File: src/rtl/blk_accum_engine.sv
`default_nettype none
// ============================================================================
// Module   : blk_accum_engine
// Brief    : FIFO-fed streaming reducer; sums or XORs blocks of BLK_LEN words
//            and reports one registered result per block.
// Option   : BLK_ACCUM_SAT_EN - saturating sum mode (wraps when undefined)
// Revision : 1.0
// ============================================================================
module blk_accum_engine #(
  parameter int DATA_W     = 32,
  parameter int ACC_W      = 40,
  parameter int BLK_LEN    = 16,
  parameter int FIFO_DEPTH = 4
) (
  input  logic              clk,
  input  logic              rst_n,
  input  logic [DATA_W-1:0] din,
  input  logic              wen,
  output logic              rdy,
  input  logic              mode,
  output logic [ACC_W-1:0]  dout,
  output logic              done,
  output logic              ovf
);

  localparam int c_AW = (FIFO_DEPTH > 1) ? $clog2(FIFO_DEPTH) : 1;
  localparam int c_IW = $clog2(BLK_LEN + 1);
  localparam logic [c_AW:0]   c_FULL = (c_AW + 1)'(FIFO_DEPTH);
  localparam logic [c_IW-1:0] c_LAST = c_IW'(BLK_LEN - 1);

  typedef enum logic [1:0] {
    S_IDLE = 2'd0,
    S_ACC  = 2'd1,
    S_DONE = 2'd2
  } state_t;

  state_t            r_state;
  logic [DATA_W-1:0] r_mem [FIFO_DEPTH];
  logic [c_AW-1:0]   r_wr_ptr;
  logic [c_AW-1:0]   r_rd_ptr;
  logic [c_AW:0]     r_count;
  logic [ACC_W-1:0]  r_acc;
  logic [c_IW-1:0]   r_idx;
  logic              r_mode;
  logic              r_ovf_acc;

  logic              w_push;
  logic              w_pop;
  logic [ACC_W-1:0]  w_ext;
  logic [ACC_W:0]    w_sum;
  logic              w_carry;
  logic [ACC_W-1:0]  w_sum_next;

  assign rdy    = (r_count != c_FULL);
  assign w_push = wen && rdy;
  assign w_pop  = (r_state != S_DONE) && (r_count != '0);

  assign w_ext   = ACC_W'(r_mem[r_rd_ptr]);
  assign w_sum   = {1'b0, r_acc} + {1'b0, w_ext};
  assign w_carry = w_sum[ACC_W];

`ifdef BLK_ACCUM_SAT_EN
  // Once a carry has been seen the block result pins at all-ones.
  assign w_sum_next = (w_carry || r_ovf_acc) ? '1 : w_sum[ACC_W-1:0];
`else
  assign w_sum_next = w_sum[ACC_W-1:0];
`endif

  always_ff @(posedge clk) begin
    if (w_push) begin
      r_mem[r_wr_ptr] <= din;
    end
  end

  always_ff @(posedge clk or negedge rst_n) begin
    if (!rst_n) begin
      r_wr_ptr <= '0;
      r_rd_ptr <= '0;
      r_count  <= '0;
    end else begin
      if (w_push) r_wr_ptr <= r_wr_ptr + 1'b1;
      if (w_pop)  r_rd_ptr <= r_rd_ptr + 1'b1;
      case ({w_push, w_pop})
        2'b10:   r_count <= r_count + 1'b1;
        2'b01:   r_count <= r_count - 1'b1;
        default: r_count <= r_count;
      endcase
    end
  end

  always_ff @(posedge clk or negedge rst_n) begin
    if (!rst_n) begin
      r_state   <= S_IDLE;
      r_acc     <= '0;
      r_idx     <= '0;
      r_mode    <= 1'b0;
      r_ovf_acc <= 1'b0;
      dout      <= '0;
      done      <= 1'b0;
      ovf       <= 1'b0;
    end else begin
      done <= 1'b0;
      case (r_state)
        S_IDLE: begin
          if (w_pop) begin
            r_mode    <= mode;
            r_acc     <= w_ext;
            r_idx     <= c_IW'(1);
            r_ovf_acc <= 1'b0;
            r_state   <= (BLK_LEN == 1) ? S_DONE : S_ACC;
          end
        end
        S_ACC: begin
          if (w_pop) begin
            if (r_mode) begin
              r_acc <= r_acc ^ w_ext;
            end else begin
              r_acc <= w_sum_next;
              if (w_carry) r_ovf_acc <= 1'b1;
            end
            r_idx <= r_idx + 1'b1;
            if (r_idx == c_LAST) r_state <= S_DONE;
          end
        end
        S_DONE: begin
          dout    <= r_acc;
          ovf     <= r_ovf_acc;
          done    <= 1'b1;
          r_idx   <= '0;
          r_state <= S_IDLE;
        end
        default: r_state <= S_IDLE;
      endcase
    end
  end

endmodule
`default_nettype wire
File: config.mk
export PLATFORM = sky130hd
export DESIGN_NAME = blk_accum_engine
export DESIGN_NICKNAME = d
export VERILOG_FILES = /design/src/rtl/blk_accum_engine.sv
export SDC_FILE = /design/constraint.sdc
export NUM_CORES = 1
export LEC_CHECK = 0
export CORE_UTILIZATION = 55
export DETAILED_ROUTE_END_ITERATION = 10
export GPL_TIMING_DRIVEN = 1
export PLACE_DENSITY = 0.75
export SLEW_MARGIN = 20
export SYNTH_ARGS = -nofsm -noshare
export SYNTH_HDL_FRONTEND = slang
export SYNTH_SLANG_ARGS = --single-unit
File: constraint.sdc
create_clock -name clk -period 9.8 [get_ports clk]
set_input_delay 0.98 -clock clk [delete_from_list [all_inputs] [get_ports clk]]
set_output_delay 0.98 -clock clk [all_outputs]
set_load 0.005 [all_outputs]
==> flow_summary.ini <==
[outcome]
status = completed

[drt]
drt_iter0_drc = 435
dr.pass1.iters = 5
wire_per_inst_um = 18.8
ant_nets = 0
via_per_inst = 5.93
totalWireLength_um = 23100
drc_errors = 0
num_vias = 7247

[timing]
fin_crit_ns = 4.14
slew_viol_final = 0
setup_viol = 0
slew_headroom = 0.416
skew_ns = 0.0128
fmax_mhz = 241
fin_setup_tns_ns = 0
finalWorstSetupSlack_ns = 5.66
fin_crit_sh = 0.423
worst_hold_slack_ns = 0.448
rsz0062_at_grt = no
tightest_slew_ns = 0.876
finalHoldViolations = 0

[placed_design]
placed_area_um2 = 12000
dpl_worst_slack_ns = 5.63
place_congestion = 0.907
dp_hpwl_um = 15600
port_buffers = 78

[critical_path]
worstPathRequired_ns = 10.22
r2r-end = r_ovf_acc$_DFFE_PN0P_
start_kind = flop
rrSetupSlack_ns = 5.66
crit_type = reg2reg
cp_max_fo = 22
critPathCaptureType = flop
arrival_ns = 4.56
rr_worst_depth = 12
r2r_start = r_rd_ptr[0]$_DFFE_PN0P_

[final_layout]
drive_gt1_frac = 0.138
num_antenna_cells = 0
register_area_um2 = 6300
nFillCells = 1449
nets = 1022
multiInputGateArea_um2 = 4400
final_area_um2 = 12700
syn_to_final_growth_pct = 16.1

[synthesis]
synth_fp_nets = 951
yosysSeqAreaShare = 0.574
synthArstFlopShare = 0.434
synth_area_um2 = 11000
yosys.area.top_type = edfxtp_1
synth-edff-count = 128
yosysUniqueCellTypes = 59
synth_cells = 871
synth_area_leaders = edfxtp_1 35%, dfrtp_1 22%, mux4_2 6.6%
yosys.area.top_type_share = 0.350
synth_seq_cells = 226
synth.avg_cell_area_um2 = 12.6
synthFlopType = edfxtp_1
ys_warn_count = 0

[global_routing]
grtUsageTotal = 0.237
grt_start_max_net_pins = 60
grt_pass1_wl_um = 37500
overflow = 0
grt_pass1_vias = 7190
antenna_found_initial = 0

[clock_tree]
post_cts_buffers = 0
cts.sinks = 226
cts_resized = 0
cts_tree = done
clockRootBuffer = clkbuf_16
cts_max_level = 1
cts_made_buffers = 23
clk_latency_ns = 0.51
cts.clk_slew.worst_paths_ns = 0.06
clock_path_buffers = 3
hold_buffers = 0

[floorplan]
rows = 51
ios = 79
dieWidth_um = 143
die_area_um2 = 20500
start_util = 0.562
coreArea_um2 = 19500
die_h_um = 143

[job]
maxCapViolations = 0

[worst_hold_path]
hold_class = in2async

[power_and_ir_drop]
p_leak_nw = 5.04
finalPower_mw = 4.86
peakVddDrop_v = 0.000212
p_per_area_nw_per_um2 = 382
## cell usage in the layout (no fill, tap or decap), types with 7 or more instances in the layout
cell             Yosys  final
and3_1              20     20
xnor2_1             17     17
nor3_1               7      7
o22ai_1              7      7
nor2_1              37     37
a21oi_1             54     54
mux4_2              32     32
inv_1               29     29
dfrtp_1             98     97
mux2_2              44     44
buf_4                0     13
nand3_1             27     27
clkbuf_16            0     23
edfxtp_1           128    128
nand2_1             78     78
a21o_1              18     18
xor2_1              10     10
o21ai_0             69     69
nand4_1             10     10
ha_1                42     41
clkdlybuf4s50_1      0     77
mux2i_1              8      8
o211ai_1            10     10
## state kept, by name, summed over array words and instances (netlist names)
name	flops
r_mem	128
dout	40
r_acc	40
r_idx	5
r_count	3
r_rd_ptr	2
r_state	2
r_wr_ptr	2
done	1
ovf	1
r_mode	1
r_ovf_acc	1
## synth_stat cells (6+ instances only)
cell type / instances
edfxtp_1: 128
dfrtp_1: 98
nand2_1: 78
o21ai_0: 69
a21oi_1: 54
mux2_2: 44
ha_1: 42
nor2_1: 37
clkbuf_1: 32
mux4_2: 32
inv_1: 29
nand3_1: 27
and3_1: 20
a21o_1: 18
xnor2_1: 17
nand4_1: 10
o211ai_1: 10
xor2_1: 10
buf_2: 8
mux2i_1: 8
nor3_1: 7
o22ai_1: 7
a31oi_1: 6
o21a_1: 6
o221ai_1: 6
o31ai_1: 6
or3_1: 6
## layout make-up
| cell class | instances | share of cell area |
|---|---|---|
| clock buffer | 27 | 0.0464 |
| clock inverter | 14 | 0.0115 |
| inverter | 29 | 0.00855 |
| multi-input combinational | 572 | 0.345 |
| sequential | 226 | 0.494 |
| tap | 265 | 0.0260 |
| timing repair buffer | 90 | 0.0682 |
## worst max path at each step
stage	start	slack [ns]	cells after the start	to
2_1_floorplan	r_rd_ptr[0]$_DFFE_PN0P_	5.98	14	r_acc[39]$_DFFE_PN0P_
3_3_place_gp	r_rd_ptr[0]$_DFFE_PN0P_	5.70	12	r_ovf_acc$_DFFE_PN0P_
3_5_place_dp	r_rd_ptr[0]$_DFFE_PN0P_	5.63	12	r_ovf_acc$_DFFE_PN0P_
4_1_cts	r_rd_ptr[0]$_DFFE_PN0P_	5.62	12	r_ovf_acc$_DFFE_PN0P_
5_1_grt	r_rd_ptr[0]$_DFFE_PN0P_	5.33	12	r_ovf_acc$_DFFE_PN0P_
6_report	r_rd_ptr[0]$_DFFE_PN0P_	5.66	12	r_ovf_acc$_DFFE_PN0P_
## routing by layer
layer / up-vias / part of all wire / routed length (um) / track usage
met2: 220 / 0.46 / 10700 / 0.377
met3: 40 / 0.060 / 1390 / 0.0366
li1: 3417 / - / - / -
met1: 3570 / 0.46 / 10500 / 0.340
met4: 0 / 0.018 / 422 / 0.0655
met5: - / 0 / 0 / 0
## report_power, final
part	leakage, nW	switching, mW	internal, mW
combinational	2.24	1.51	1.05
sequential	2.44	0.153	1.28
clock	0.361	0.348	0.509
## per-stage QoR
| step | instances | util |
|---|---|---|
| floorplan | 871 | - |
| global placement | 1182 | 0.615 |
| detailed placement | 1182 | 0.615 |
| CTS | 1223 | 0.652 |
| global route | 1223 | 0.652 |
| finish | 1223 | 0.652 |
## cells by family after synthesis
logic type               after synthesis  synth area share
flip-flops                           226             0.574
adder cells (fa/ha/maj)               44            0.0515
AO/OA/AOI/OAI                        210             0.117
multiplexers                          84             0.118
AND/OR/NAND/NOR                      207            0.0918
buffers and inverters                 73            0.0261
XOR/XNOR                              27            0.0216
## critical path: stages, from the launching register on
cell and delay, ns:
dfrtp_2 0.64, buf_4 0.47, mux4_2 0.61, ha_1 0.37
and3_1 0.24, nand3_1 0.09, o211ai_1 0.41, nand4b_1 0.22
o211ai_1 0.10, o211ai_1 0.32, nand3_1 0.18, nor3_1 0.21
a2bb2oi_1 0.16
Note: power is estimated with default switching activity, not from simulation.
